<file path="src/rtl/tilt_pkg.sv">
// rtl/tilt_pkg.sv - shared types, constants and slew helper for the tilt conditioner
package tilt_pkg;

    typedef enum logic [1:0] {
        ST_ACCUM   = 2'd0,
        ST_QUANT_X = 2'd1,
        ST_QUANT_Y = 2'd2,
        ST_PUBLISH = 2'd3
    } tilt_state_e;

    localparam int                 TILT_AMOUNT_W   = 4;
    localparam logic [TILT_AMOUNT_W-1:0] TILT_AMOUNT_MAX = 4'd15;

    // One publish worth of movement toward the target: a direction reversal
    // first walks the amount down to zero, then flips and starts climbing.
    // Result is {direction, amount}.
    function automatic logic [TILT_AMOUNT_W:0] tilt_slew_step(
        input logic [TILT_AMOUNT_W-1:0] cur_amt,
        input logic                     cur_dir,
        input logic [TILT_AMOUNT_W-1:0] tgt_amt,
        input logic                     tgt_dir
    );
        logic [TILT_AMOUNT_W-1:0] amt;
        logic                     dir;
        amt = cur_amt;
        dir = cur_dir;
        if (cur_dir != tgt_dir) begin
            if (cur_amt != '0) begin
                amt = cur_amt - 1'b1;
            end else begin
                dir = tgt_dir;
                if (tgt_amt != '0) begin
                    amt = 4'd1;
                end
            end
        end else if (cur_amt < tgt_amt) begin
            amt = cur_amt + 1'b1;
        end else if (cur_amt > tgt_amt) begin
            amt = cur_amt - 1'b1;
        end
        return {dir, amt};
    endfunction

endpackage

</file>
<file path="src/rtl/tilt_quantize.sv">
// rtl/tilt_quantize.sv - combinational abs, deadzone, scale, saturate and direction
module tilt_quantize
    import tilt_pkg::*;
#(
    parameter int SAMPLE_W    = 12,
    parameter int DEADZONE    = 64,
    parameter int SCALE_SHIFT = 5
) (
    input  logic [SAMPLE_W-1:0]      avg_i,
    output logic [TILT_AMOUNT_W-1:0] amount_o,
    output logic                     direction_o
);

    // One extra bit so the magnitude of the most negative sample fits.
    localparam logic [SAMPLE_W:0] DZ_W  = (SAMPLE_W+1)'(DEADZONE);
    localparam logic [SAMPLE_W:0] MAX_W = (SAMPLE_W+1)'(TILT_AMOUNT_MAX);

    logic [SAMPLE_W:0] ext;
    logic [SAMPLE_W:0] mag;
    logic [SAMPLE_W:0] excess;
    logic [SAMPLE_W:0] scaled;

    // Magnitude, deadzone cut, scale down and clamp to the 4-bit range.
    always_comb begin
        amount_o    = '0;
        direction_o = 1'b0;
        excess      = '0;
        scaled      = '0;
        ext         = {avg_i[SAMPLE_W-1], avg_i};
        mag         = avg_i[SAMPLE_W-1] ? (~ext + 1'b1) : ext;
        if (mag > DZ_W) begin
            excess      = mag - DZ_W;
            scaled      = excess >> SCALE_SHIFT;
            amount_o    = (scaled > MAX_W) ? TILT_AMOUNT_MAX : scaled[TILT_AMOUNT_W-1:0];
            direction_o = ~avg_i[SAMPLE_W-1];
        end
    end

endmodule

</file>
<file path="src/rtl/tilt_conditioner.sv">
// rtl/tilt_conditioner.sv - accelerometer block-average, quantize and frame-aligned publish (optional TILT_SLEW_LIMIT_EN)
module tilt_conditioner
    import tilt_pkg::*;
#(
    parameter int SAMPLE_W    = 12,
    parameter int AVG_LOG2    = 3,
    parameter int DEADZONE    = 64,
    parameter int SCALE_SHIFT = 5
) (
    input  logic                     clk,
    input  logic                     rst,
    input  logic                     sample_valid,
    output logic                     sample_ready,
    input  logic                     sample_axis,
    input  logic [SAMPLE_W-1:0]      sample_data,
    input  logic                     frame_start,
    output logic [TILT_AMOUNT_W-1:0] tilt_amount_x,
    output logic                     tilt_direction_x,
    output logic [TILT_AMOUNT_W-1:0] tilt_amount_y,
    output logic                     tilt_direction_y,
    output logic                     tilt_valid
);

    localparam int ACC_W = SAMPLE_W + AVG_LOG2;

    tilt_state_e state_q, state_d;
    logic        frame_pending_q, frame_pending_d;

    logic [ACC_W-1:0]    acc_x_q, acc_y_q;
    logic [ACC_W-1:0]    sum_x, sum_y, sample_ext;
    logic [AVG_LOG2-1:0] cnt_x_q, cnt_y_q;
    logic [SAMPLE_W-1:0] avg_x_q, avg_y_q;
    logic [SAMPLE_W-1:0] quant_avg;
    logic                accept;

    logic [TILT_AMOUNT_W-1:0] q_amt;
    logic                     q_dir;
    logic [TILT_AMOUNT_W-1:0] tgt_amt_x_q, tgt_amt_y_q;
    logic                     tgt_dir_x_q, tgt_dir_y_q;
    logic [TILT_AMOUNT_W-1:0] amt_x_q, amt_y_q;
    logic                     dir_x_q, dir_y_q;
    logic                     valid_q;
    logic [TILT_AMOUNT_W:0]   next_x, next_y;

    assign sample_ready = (state_q == ST_ACCUM);
    assign accept       = sample_valid & sample_ready;
    assign sample_ext   = {{AVG_LOG2{sample_data[SAMPLE_W-1]}}, sample_data};
    assign sum_x        = acc_x_q + sample_ext;
    assign sum_y        = acc_y_q + sample_ext;

    // Per-axis block accumulation; dropping the low AVG_LOG2 bits of the
    // two's-complement sum is the arithmetic (floor) divide.
    always_ff @(posedge clk) begin
        if (rst) begin
            acc_x_q <= '0;
            acc_y_q <= '0;
            cnt_x_q <= '0;
            cnt_y_q <= '0;
            avg_x_q <= '0;
            avg_y_q <= '0;
        end else if (accept) begin
            if (!sample_axis) begin
                cnt_x_q <= cnt_x_q + 1'b1;
                if (cnt_x_q == '1) begin
                    avg_x_q <= sum_x[ACC_W-1:AVG_LOG2];
                    acc_x_q <= '0;
                end else begin
                    acc_x_q <= sum_x;
                end
            end else begin
                cnt_y_q <= cnt_y_q + 1'b1;
                if (cnt_y_q == '1) begin
                    avg_y_q <= sum_y[ACC_W-1:AVG_LOG2];
                    acc_y_q <= '0;
                end else begin
                    acc_y_q <= sum_y;
                end
            end
        end
    end

    // Next state, quantizer axis select and frame-pending bookkeeping.
    always_comb begin
        state_d         = state_q;
        frame_pending_d = frame_pending_q;
        quant_avg       = avg_x_q;
        case (state_q)
            ST_ACCUM: begin
                if (frame_start || frame_pending_q) begin
                    state_d         = ST_QUANT_X;
                    frame_pending_d = 1'b0;
                end
            end
            ST_QUANT_X: state_d = ST_QUANT_Y;
            ST_QUANT_Y: begin
                quant_avg = avg_y_q;
                state_d   = ST_PUBLISH;
            end
            ST_PUBLISH: state_d = ST_ACCUM;
            default:    state_d = ST_ACCUM;
        endcase
        if (frame_start && (state_q != ST_ACCUM)) begin
            frame_pending_d = 1'b1;
        end
    end

    // FSM state and pending-frame flag.
    always_ff @(posedge clk) begin
        if (rst) begin
            state_q         <= ST_ACCUM;
            frame_pending_q <= 1'b0;
        end else begin
            state_q         <= state_d;
            frame_pending_q <= frame_pending_d;
        end
    end

    tilt_quantize #(
        .SAMPLE_W   (SAMPLE_W),
        .DEADZONE   (DEADZONE),
        .SCALE_SHIFT(SCALE_SHIFT)
    ) u_quantize (
        .avg_i      (quant_avg),
        .amount_o   (q_amt),
        .direction_o(q_dir)
    );

`ifdef TILT_SLEW_LIMIT_EN
    assign next_x = tilt_slew_step(amt_x_q, dir_x_q, tgt_amt_x_q, tgt_dir_x_q);
    assign next_y = tilt_slew_step(amt_y_q, dir_y_q, tgt_amt_y_q, tgt_dir_y_q);
`else
    assign next_x = {tgt_dir_x_q, tgt_amt_x_q};
    assign next_y = {tgt_dir_y_q, tgt_amt_y_q};
`endif

    // Capture per-axis targets, then move them onto the outputs at publish.
    always_ff @(posedge clk) begin
        if (rst) begin
            tgt_amt_x_q <= '0;
            tgt_dir_x_q <= 1'b0;
            tgt_amt_y_q <= '0;
            tgt_dir_y_q <= 1'b0;
            amt_x_q     <= '0;
            dir_x_q     <= 1'b0;
            amt_y_q     <= '0;
            dir_y_q     <= 1'b0;
            valid_q     <= 1'b0;
        end else begin
            valid_q <= (state_q == ST_PUBLISH);
            if (state_q == ST_QUANT_X) begin
                tgt_amt_x_q <= q_amt;
                tgt_dir_x_q <= q_dir;
            end
            if (state_q == ST_QUANT_Y) begin
                tgt_amt_y_q <= q_amt;
                tgt_dir_y_q <= q_dir;
            end
            if (state_q == ST_PUBLISH) begin
                dir_x_q <= next_x[TILT_AMOUNT_W];
                amt_x_q <= next_x[TILT_AMOUNT_W-1:0];
                dir_y_q <= next_y[TILT_AMOUNT_W];
                amt_y_q <= next_y[TILT_AMOUNT_W-1:0];
            end
        end
    end

    assign tilt_amount_x    = amt_x_q;
    assign tilt_direction_x = dir_x_q;
    assign tilt_amount_y    = amt_y_q;
    assign tilt_direction_y = dir_y_q;
    assign tilt_valid       = valid_q;

endmodule

</file>
<file path="config.mk">
export PLATFORM = sky130hd
export DESIGN_NAME = tilt_conditioner
export DESIGN_NICKNAME = d
export VERILOG_FILES = /design/src/rtl/tilt_pkg.sv /design/src/rtl/tilt_quantize.sv /design/src/rtl/tilt_conditioner.sv
export SDC_FILE = /design/constraint.sdc
export NUM_CORES = 1
export LEC_CHECK = 0
export ABC_CLOCK_PERIOD_IN_PS = 4300
export BUFFER_PORTS_ARGS = -buffer_cell sky130_fd_sc_hd__buf_2
export CORE_MARGIN = 2
export CORE_UTILIZATION = 60
export CTS_BUF_LIST = sky130_fd_sc_hd__clkbuf_16
export CTS_CLUSTER_SIZE = 14
export DETAILED_ROUTE_END_ITERATION = 6
export PLACE_DENSITY = 0.79
export SLEW_MARGIN = 25
export SYNTH_ARGS = -nofsm -noshare
export SYNTH_HDL_FRONTEND = slang
export SYNTH_SLANG_ARGS = --single-unit
</file>
<file path="constraint.sdc">
create_clock -name clk -period 4.3 [get_ports clk]
set_clock_uncertainty 0.2 [all_clocks]
set_input_delay 0.215 -clock clk [delete_from_list [all_inputs] [get_ports clk]]
set_output_delay 0.215 -clock clk [all_outputs]
set_load 0.005 [all_outputs]
</file>
==> impl_metrics.py, run 1 <==
metrics = {
    "synthesis": {
        "synth_area_um2": 4960,
        "synth.most_common_cell": "dfxtp_1",
        "yosysSeqAreaShare_pct": 33.9,
        "synth_edf_count": 0,
        "yosys_warnings": 0,
        "synth_nets": 655,
        "synth-seq-cells": 84,
        "synthCells": 597,
        "synth_top_cells_by_count": "dfxtp_1, nand2_1, a21oi_1",
        "synth_top_area_cell": "dfxtp_1",
        "ys_top_cells_by_area": "dfxtp_1, ha_1, a21oi_1",
        "synth_top_area_share_pct": 33.9,
        "synth_cell_types": 59,
        "synth_flop_cell": "dfxtp_1",
        "syn_avg_cell_area_um2": 8.31,
        "synth-async-reset-ratio_pct": 0,
    },
    "floorplan": {
        "start_util_pct": 61.0,
        "core.rowCount": 33,
        "die_width_um": 94.9,
        "die_h_um": 94.9,
        "coreArea_um2": 8130,
        "dieArea_um2": 9010,
        "boundaryPins": 29,
    },
    "power_and_ir_drop": {
        "power_density_nw_per_um2": 459,
        "leakage_uw": 0.00213,
        "peakVddDrop_uv": 235,
        "power_uw": 2510,
    },
    "clock_tree": {
        "cts_max_level": 3,
        "clkTransAtPathRegs_ns": 0.06,
        "clk_path_buf_depth": 2,
        "clock_sinks": 84,
        "numCtsBuffers": 9,
        "clk_latency_ns": 0.34,
        "cts_root_buffer": "clkbuf_16",
        "tritoncts": "done",
    },
    "placement": {
        "dp_slack_ns": 0.363,
        "place.gp.congestion": 0.916,
        "dpl_cell_area_um2": 5150,
        "dp_hpwl_um": 8430,
        "io_buffers": 28,
    },
    "job": {
        "maxCapViolCount": 0,
    },
    "detailed_routing": {
        "vias": 4379,
        "viasPerCell": 6.03,
        "drtPass1Iterations": 4,
        "drt-total-wl_um": 11500,
        "drtIter0Drc": 259,
        "drt-wirelength-per-cell_um": 15.8,
        "drtAntennaViolNets": 0,
        "drcViolationCount": 0,
    },
    "layout": {
        "nFillCells": 667,
        "final_area_um2": 5480,
        "syn2layout_area_growth_pct": 10.4,
        "drive_gt1_share_pct": 10.3,
        "diodes": 0,
        "num-nets-final": 674,
        "final_util_pct": 67.3,
    },
    "timing": {
        "fmax_ghz": 0.259,
        "finalHoldViolCount": 0,
        "rsz0062_at_grt": "no",
        "period_share_pct": 89.9,
        "fin_crit_ns": 3.87,
        "slew_viol_final": 0,
        "setup_viol": 0,
        "final.setup.tns_ns": 0,
        "fin_ws_ns": 0.434,
        "tightest_slew_ns": 0.792,
        "slew_headroom_pct": 47.0,
    },
    "worst_setup_path": {
        "worst-path-max-fanout": 20,
        "critical_path_class": "reg -> reg",
        "cp.required_ns": 4.30,
        "cp.arrival_ns": 3.87,
        "start_kind": "register",
        "setup.worst_path.end_class": "register",
    },
    "global_routing": {
        "grt_pass1_wl_um": 19200,
        "grt_max_degree": 49,
        "antenna_found_initial": 0,
        "grt_overflow": 0,
        "grt_pass1_vias": 4109,
        "grt_use_total_pct": 27.0,
    },
    "run_status": {
        "status": "completed",
    },
    "worst_hold_path": {
        "hp-class": "in -> reg",
    },
}
==> metal layers <==
metal | vias to the layer above | global-route usage (%) | share of wire, % | wire [µm]
met5 | - | 0 | 0 | 0
met3 | 21 | 3.59 | 3.6 | 414
met2 | 105 | 47.6 | 50 | 5730
met1 | 2070 | 33.4 | 44 | 5110
met4 | 0 | 10.3 | 2.0 | 226
li1 | 2183 | - | - | -
==> per-stage QoR <==
stage	hold slack, ns	instances
2_1_floorplan	0.210	597
3_3_place_gp	0.242	708
3_5_place_dp	0.259	708
4_1_cts	0.102	725
5_1_grt	0.132	726
6_report	0.0997	726
==> registers in the layout (all words and copies together), names as in the netlist <==
signal,count
acc_x_q,15
acc_y_q,15
avg_x_q,12
avg_y_q,12
tgt_amt_x_q,4
tgt_amt_y_q,4
tilt_amount_x,4
tilt_amount_y,4
cnt_x_q,3
cnt_y_q,3
state_q,2
frame_pending_q,1
tgt_dir_x_q,1
tgt_dir_y_q,1
tilt_direction_x,1
tilt_direction_y,1
tilt_valid,1
==> repair_timing <==
item	CTS	global route
setup endpoints to repair	0	5
resized for setup	0	1
hold buffers	1	0
endpoints found under the hold margin	1	0
setup buffers	0	1
==> logic make-up (layout without fill, tap and decap cells) <==
| family | Yosys count | in the layout | share of synthesized area (%) |
|---|---|---|---|
| compound gates | 147 | 147 | 19.1 |
| buf+inv | 39 | 63 | 3.13 |
| xor+xnor | 30 | 30 | 5.60 |
| flops | 84 | 84 | 33.9 |
| fa+ha+maj | 41 | 41 | 10.6 |
| mux | 25 | 25 | 5.20 |
| simple gates | 231 | 231 | 22.4 |
==> worst paths after layout <==
check                                                    to  cells after the start  slack, ns                     from
worst max register to register  tgt_amt_x_q[2]$_SDFFE_PP0N_                     15       0.43  state_q[0]$_SDFFE_PP0P_
worst max-delay path            tgt_amt_x_q[2]$_SDFFE_PP0N_                     15       0.43  state_q[0]$_SDFFE_PP0P_
worst min-delay path                cnt_x_q[1]$_SDFFE_PP0P_                      4        0.1              sample_axis
worst min register to register      acc_y_q[0]$_SDFFE_PP0P_                      2       0.26  acc_y_q[0]$_SDFFE_PP0P_
==> power breakdown <==
| part | internal [µW] | total [µW] | switching (µW) |
|---|---|---|---|
| Sequential | 843 | 885 | 41.8 |
| Clock | 453 | 783 | 330 |
| Combinational | 364 | 847 | 484 |
| Total | 1660 | 2510 | 855 |
==> final cells by class <==
type / count / area (µm²) / share of cell area, %
multi-input combinational: 474 / 3130 / 57.1
sequential: 84 / 1680 / 30.7
clock buffer: 9 / 225 / 4.11
timing repair buffer: 34 / 188 / 3.43
tap: 105 / 131 / 2.40
clock inverter: 7 / 75.1 / 1.37
inverter: 13 / 48.8 / 0.891
==> cells in the final DEF, fill, tap and decap left out, types with 3 or more instances in the layout <==
master	Yosys	routed
dfxtp_1	84	84
nand2_1	75	75
a21oi_1	62	62
nor2_1	61	61
ha_1	39	38
buf_2	1	28
a22oi_1	22	22
mux2i_1	21	21
xnor2_1	21	21
nor3_1	19	19
nand2b_1	15	15
inv_1	13	13
o21ai_0	10	10
nor2b_1	9	9
nand3_1	9	9
clkbuf_16	0	9
or3_1	8	8
o21a_1	8	8
a211oi_1	8	8
xor2_1	7	7
o22ai_1	6	6
and3_1	6	6
nor4_1	5	5
nand3b_1	5	5
buf_4	2	5
nor3b_1	4	4
o211ai_1	4	4
and2_1	4	4
mux2_2	3	3
o31a_1	3	3
a21o_1	3	3
clkinv_4	0	3
==> critical path, cell delays in order, from the launching register on <==
cell	delay [ns]
dfxtp_1	0.33
inv_1	0.11
ha_2	0.32
buf_4	0.28
or4b_1	0.50
a222oi_1	0.38
buf_4	0.19
nor2_1	0.06
xnor2_2	0.26
inv_1	0.10
ha_1	0.23
o2111ai_1	0.14
xnor2_1	0.18
a22oi_1	0.13
o21ai_1	0.20
o22ai_1	0.10
Power figures use the tool's default switching activity.
==> inputs of run 2 (changes only) <==
--- a/config.mk
+++ b/config.mk
@@ -6,13 +6,13 @@
 export NUM_CORES = 1
 export LEC_CHECK = 0
 export ABC_CLOCK_PERIOD_IN_PS = 4300
-export BUFFER_PORTS_ARGS = -buffer_cell sky130_fd_sc_hd__buf_2
 export CORE_MARGIN = 2
 export CORE_UTILIZATION = 60
 export CTS_BUF_LIST = sky130_fd_sc_hd__clkbuf_16
 export CTS_CLUSTER_SIZE = 14
 export DETAILED_ROUTE_END_ITERATION = 6
-export PLACE_DENSITY = 0.79
+export DONT_BUFFER_PORTS = 1
+export PLACE_DENSITY = 0.76
 export SLEW_MARGIN = 25
 export SYNTH_ARGS = -nofsm -noshare
 export SYNTH_HDL_FRONTEND = slang
==> run 2 against run 1 <==
Via count down 4.8%. Combinational power down 4.5%. Largest cell class unchanged. Global-route usage decreased by 1.6 points. Critical endpoint is now tgt_amt_y_q[2]$_SDFFE_PP0P_. Core utilization down 1.9 points. Non-clock buffer count fell by 29. Fmax decreased by 2.4%. Critical path depth stayed put.
==> impl_metrics.py, run 2 (synthesis results as in run 1) <==
metrics = {
    "run_status": {
        "status": "completed",
    },
    "placement": {
        "dp_hpwl_um": 8050,
        "place.gp.congestion": 0.857,
        "dpl_cell_area_um2": 5010,
        "placed_cells_incl_taps": 679,
        "io_buffers": 0,
    },
    "timing": {
        "tightest_slew_ns": 0.777,
        "slew_viol_final": 0,
        "whs_ns": 0.00996,
        "setup_viol": 0,
        "period_share_pct": 92.2,
        "fin_crit_ns": 3.96,
        "fmax_ghz": 0.252,
        "rsz0062_at_grt": "no",
        "slew_headroom_pct": 48.0,
        "final.setup.tns_ns": 0,
        "finalHoldViolCount": 0,
    },
    "clock_tree": {
        "clk_path_buf_depth": 2,
        "cts_max_level": 3,
        "clkTransAtPathRegs_ns": 0.06,
        "post_cts_buffers": 0,
        "clk_latency_ns": 0.34,
        "clock_sinks": 84,
        "numCtsBuffers": 9,
        "cts_root_buffer": "clkbuf_16",
        "tritoncts": "done",
    },
    "worst_setup_path": {
        "crit_top_cell": "ha_1",
        "cp.required_ns": 4.31,
        "start_kind": "register",
        "cp.arrival_ns": 3.97,
        "worst-path-max-fanout": 15,
        "critical_path_class": "reg -> reg",
        "crit_family": "simple AND/OR/NAND/NOR gates",
        "setup.worst_path.end_class": "register",
        "crit_slowest_cell": "nor4_1",
        "slowest_delay_ns": 0.39,
        "crit_chain": "inv_1, ha_1, buf_4, mux2i_1, ha_1, nor4bb_1, o22ai_1, nand2_1, xor2_2, ha_1, nand3_1, nor4_1, o21ai_4, o21ai_1, o22ai_1",
        "cp.buffers_inverters": 2,
    },
    "layout": {
        "final_cell_mix": "dfxtp_1, nand2_1, a21oi_1",
        "final_area_um2": 5320,
        "num-nets-final": 645,
        "diodes": 0,
        "syn2layout_area_growth_pct": 7.27,
        "layoutNonFillerInstCount": 697,
        "drive_gt1_share_pct": 5.74,
        "final_common_cell": "dfxtp_1",
        "reg_top3": "acc_x_q x15, acc_y_q x15",
    },
    "floorplan": {
        "coreArea_um2": 8130,
        "boundaryPins": 29,
        "die_width_um": 94.9,
        "die_h_um": 94.9,
        "start_util_pct": 61.0,
        "core.rowCount": 33,
        "dieArea_um2": 9010,
    },
    "global_routing": {
        "antenna_found_initial": 0,
        "grt_overflow": 0,
        "grt_pass1_wl_um": 18100,
        "grt_max_degree": 87,
        "grt_use_total_pct": 25.5,
        "grt_pass1_vias": 3926,
    },
    "detailed_routing": {
        "drtAntennaViolNets": 0,
        "drtIter0Drc": 207,
        "vias": 4168,
        "drtPass1Iterations": 5,
        "drcViolationCount": 0,
        "drt-total-wl_um": 11000,
        "viasPerCell": 5.98,
        "drt-wirelength-per-cell_um": 15.7,
    },
    "power_and_ir_drop": {
        "leakage_uw": 0.00198,
        "power_density_nw_per_um2": 454,
        "peakVddDrop_uv": 229,
    },
    "job": {
        "maxCapViolCount": 0,
    },
    "worst_hold_path": {
        "hp-class": "in -> reg",
    },
}
[run 2: changes by cell type in the layout (fill, tap and decap cells not counted)]
| cell | before | now |
|---|---|---|
| buf_2 | 28 | 0 |
| buf_16 | 0 | 1 |
| buf_4 | 5 | 3 |
| ha_1 | 38 | 39 |
| bufinv_16 | 1 | 0 |
| clkinv_4 | 3 | 0 |
| ha_2 | 1 | 0 |
| clkinvlp_4 | 0 | 3 |
| inv_6 | 1 | 2 |
[run 2: worst paths after layout]
check                           slack, ns                    start  depth (start not counted)                     endpoint
worst max-delay path                 0.34  state_q[0]$_SDFFE_PP0P_                         15  tgt_amt_y_q[2]$_SDFFE_PP0P_
worst min-delay path                 0.01              sample_axis                          3      cnt_x_q[2]$_SDFFE_PP0P_
worst max register to register       0.34  state_q[0]$_SDFFE_PP0P_                         15  tgt_amt_y_q[2]$_SDFFE_PP0P_
worst min register to register       0.26  cnt_y_q[1]$_SDFFE_PP0P_                          2      cnt_y_q[1]$_SDFFE_PP0P_
[run 2: worst reg2reg max path, stage by stage, from the launching register on]
cell      delay [ns]
dfxtp_1         0.33
inv_1           0.10
ha_1            0.38
buf_4           0.28
mux2i_1         0.23
ha_1            0.23
nor4bb_1        0.33
o22ai_1         0.24
nand2_1         0.16
xor2_2          0.30
ha_1            0.21
nand3_1         0.06
nor4_1          0.39
o21ai_4         0.15
o21ai_1         0.15
o22ai_1         0.10
[run 2: layout make-up]
class | instances | area [µm²]
repair buffers | 5 | 60.1
multi-input cells | 474 | 3120
fillers | 683 | 2810
clock buffers | 9 | 225
well taps | 105 | 131
inverters | 13 | 48.8
clock inverters | 7 | 50.0
flip-flops and latches | 84 | 1680
[run 2: through the flow]
step	total power (µW)	worst slack, ns	utilization (%)
after CTS	2420	0.354	65.4
after global placement	1660	0.574	61.6
final	2410	0.337	65.4
after global routing	2560	0.0432	65.4
after detailed placement	1680	0.400	61.6
after floorplan	1560	0.388	-
[run 2: per-layer routing]
metal | share of wire (%) | up-vias | track usage, % | routed length [µm]
met3 | 3.7 | 17 | 6.07 | 406
met2 | 48 | 69 | 43.1 | 5220
met5 | 0 | - | 0 | 0
met1 | 47 | 1968 | 32.1 | 5150
li1 | - | 2114 | - | -
met4 | 1.8 | 0 | 7.61 | 196
[run 2: where the power goes]
| part | internal [µW] | switching, µW | total [µW] |
|---|---|---|---|
| combinational | 343 | 466 | 809 |
| clock | 393 | 327 | 720 |
| sequential | 843 | 42.1 | 885 |
[run 2: timing repair]
action	4_1_cts	5_1_grt
hold endpoints to repair	84	0
hold buffers	2	0
gates resized for setup	0	0
==> inputs of run 3 (changes only) <==
--- a/config.mk
+++ b/config.mk
@@ -5,7 +5,7 @@
 export SDC_FILE = /design/constraint.sdc
 export NUM_CORES = 1
 export LEC_CHECK = 0
-export ABC_CLOCK_PERIOD_IN_PS = 4300
+export ABC_CLOCK_PERIOD_IN_PS = 4100
 export CORE_MARGIN = 2
 export CORE_UTILIZATION = 60
 export CTS_BUF_LIST = sky130_fd_sc_hd__clkbuf_16
==> constraint.sdc (replaced) <==
create_clock -name clk -period 4.1 [get_ports clk]
set_clock_uncertainty 0.2 [all_clocks]
set_input_delay 0.205 -clock clk [delete_from_list [all_inputs] [get_ports clk]]
set_output_delay 0.205 -clock clk [all_outputs]
set_load 0.005 [all_outputs]
==> run 3 against run 2 <==
Highest routed layer unchanged. Non-clock buffer count rose by 2. Global-route usage up 0.70 points. Power rose by 11%. Sequential cell count stayed put. Clock power is 23% higher. Via count is 1.1% higher. Setup slack got worse by 0.015 ns. Critical endpoint is now tgt_amt_x_q[2]$_SDFFE_PP0N_. Register-to-register slack is essentially flat.
==> impl_metrics.py, run 3 (synthesis results as in run 1) <==
metrics = {
    "clock_tree": {
        "cts_root_buffer": "clkbuf_16",
        "clock_sinks": 84,
        "clk_latency_ns": 0.34,
        "numCtsBuffers": 9,
        "tritoncts": "done",
        "clkTransAtPathRegs_ns": 0.07,
        "cts_max_level": 3,
        "post_cts_buffers": 0,
        "clk_path_buf_depth": 2,
    },
    "timing": {
        "period_share_pct": 92.1,
        "fmax_ghz": 0.265,
        "final.setup.tns_ns": 0,
        "slew_headroom_pct": 50.7,
        "setup_viol": 0,
        "fin_crit_ns": 3.78,
        "slew_viol_final": 0,
        "whs_ns": 0.0186,
        "tightest_slew_ns": 0.737,
        "rsz0062_at_grt": "no",
        "finalHoldViolCount": 0,
    },
    "placement": {
        "dp_hpwl_um": 8050,
        "place.gp.congestion": 0.896,
        "io_buffers": 0,
    },
    "floorplan": {
        "core.rowCount": 33,
        "die_width_um": 94.9,
        "dieArea_um2": 9010,
        "boundaryPins": 29,
        "start_util_pct": 61.0,
        "coreArea_um2": 8130,
        "die_h_um": 94.9,
    },
    "global_routing": {
        "grt_pass1_vias": 4072,
        "grt_pass1_wl_um": 18600,
        "grt_use_total_pct": 26.2,
        "grt_max_degree": 87,
        "grt_overflow": 0,
        "antenna_found_initial": 0,
    },
    "layout": {
        "drive_gt1_share_pct": 6.23,
        "diodes": 0,
        "final_common_cell": "dfxtp_1",
        "reg_top3": "acc_x_q x15, acc_y_q x15",
        "num-nets-final": 647,
        "final_cell_mix": "dfxtp_1, nand2_1, a21oi_1",
        "syn2layout_area_growth_pct": 9.01,
    },
    "detailed_routing": {
        "drtIter0Drc": 201,
        "drcViolationCount": 0,
        "viasPerCell": 6.03,
        "drtPass1Iterations": 5,
        "drt-total-wl_um": 11000,
        "drt-wirelength-per-cell_um": 15.8,
        "vias": 4213,
        "drtAntennaViolNets": 0,
    },
    "worst_setup_path": {
        "critical_path_class": "reg -> reg",
        "cp.buffers_inverters": 2,
        "slowest_delay_ns": 0.37,
        "cp.required_ns": 4.12,
        "cp.arrival_ns": 3.79,
        "start_kind": "register",
        "setup.worst_path.end_class": "register",
        "reg2reg_depth": 15,
        "worst-path-max-fanout": 13,
        "crit_chain": "inv_1, ha_2, mux2i_2, ha_1, nor4b_1, o22ai_1, nand2_1, xor2_2, inv_1, ha_1, o2111ai_1, xnor2_1, a22oi_1, o21ai_1, o22ai_1",
        "crit_slowest_cell": "nor4b_1",
        "crit_family": "compound AO/OA/AOI/OAI gates",
        "path_depth": 15,
    },
    "power_and_ir_drop": {
        "pwr-share-clk_pct": 33.1,
        "power.switching_uw": 883,
        "leakage_uw": 0.00202,
        "power_density_nw_per_um2": 494,
        "switching_share_pct": 33.1,
        "peakVddDrop_uv": 255,
        "p_comb_share_pct": 32.2,
        "seqPwrFrac_pct": 34.7,
        "p_int_uw": 1790,
    },
    "worst_hold_path": {
        "hp-class": "in -> reg",
        "whs_path_depth": 3,
    },
    "job": {
        "maxCapViolCount": 0,
    },
    "run_status": {
        "status": "completed",
    },
}
[run 3: cell types whose count changed in the layout (fill, tap and decap cells not counted), moves of 2 or more]
cell	previous run	this run
dlygate4sd3_1	1	3
bufinv_16	0	2
clkinv_2	2	0
clkinvlp_4	3	1
[run 3: worst paths after layout]
check                                        startpoint                           to  slack (ns)
worst max-delay path            state_q[0]$_SDFFE_PP0P_  tgt_amt_x_q[2]$_SDFFE_PP0N_        0.32
worst min-delay path                     sample_data[0]      acc_x_q[0]$_SDFFE_PP0P_        0.02
worst max register to register  state_q[0]$_SDFFE_PP0P_  tgt_amt_x_q[2]$_SDFFE_PP0N_        0.32
worst min register to register  acc_x_q[0]$_SDFFE_PP0P_      acc_x_q[0]$_SDFFE_PP0P_        0.26
[run 3: power groups by stage]
stage	registers [µW]	logic, µW	clock network [µW]
2_1_floorplan	935	696	0
3_3_place_gp	940	799	0
3_5_place_dp	946	825	0
4_1_cts	928	852	898
5_1_grt	935	957	929
6_report	928	859	884
[run 3: worst min-delay path, stage by stage]
cell and delay (ns):
ha_1 0.11, nand3b_1 0.07, a21oi_1 0.13
[run 3: layer usage]
layer	track usage, %	vias up	part of all wire, %
met3	3.51	13	4.0
met2	45.2	99	49
met4	10.4	0	2.0
li1	-	2132	-
met1	32.9	1969	45
met5	0	-	0
[run 3: what timing repair did]
| item | in CTS | in global routing |
|---|---|---|
| resized for setup | 0 | 4 |
| hold endpoints to repair | 84 | 0 |
| endpoints found under the setup margin | 0 | 10 |
| hold buffers | 4 | 0 |
[run 3: final cells by class]
| cell class | instances | area, µm² |
|---|---|---|
| clock buffers | 9 | 225 |
| repair buffers | 7 | 80.1 |
| well taps | 105 | 131 |
| flip-flops and latches | 84 | 1680 |
| inverters | 13 | 48.8 |
| fillers | 680 | 2730 |
| clock inverters | 7 | 97.6 |
| multi-input cells | 474 | 3140 |
[run 3: metrics by stage]
stage | cells | setup slack (ns) | cell area [µm²] | power [µW] | utilization [%]
floorplan | 597 | 0.188 | 4960 | 1630 | -
global placement | 679 | 0.347 | 5010 | 1740 | 61.6
detailed placement | 679 | 0.182 | 5010 | 1770 | 61.6
CTS | 699 | 0.153 | 5390 | 2680 | 66.2
global route | 699 | 0.0255 | 5410 | 2820 | 66.5
finish | 699 | 0.322 | 5410 | 2670 | 66.5
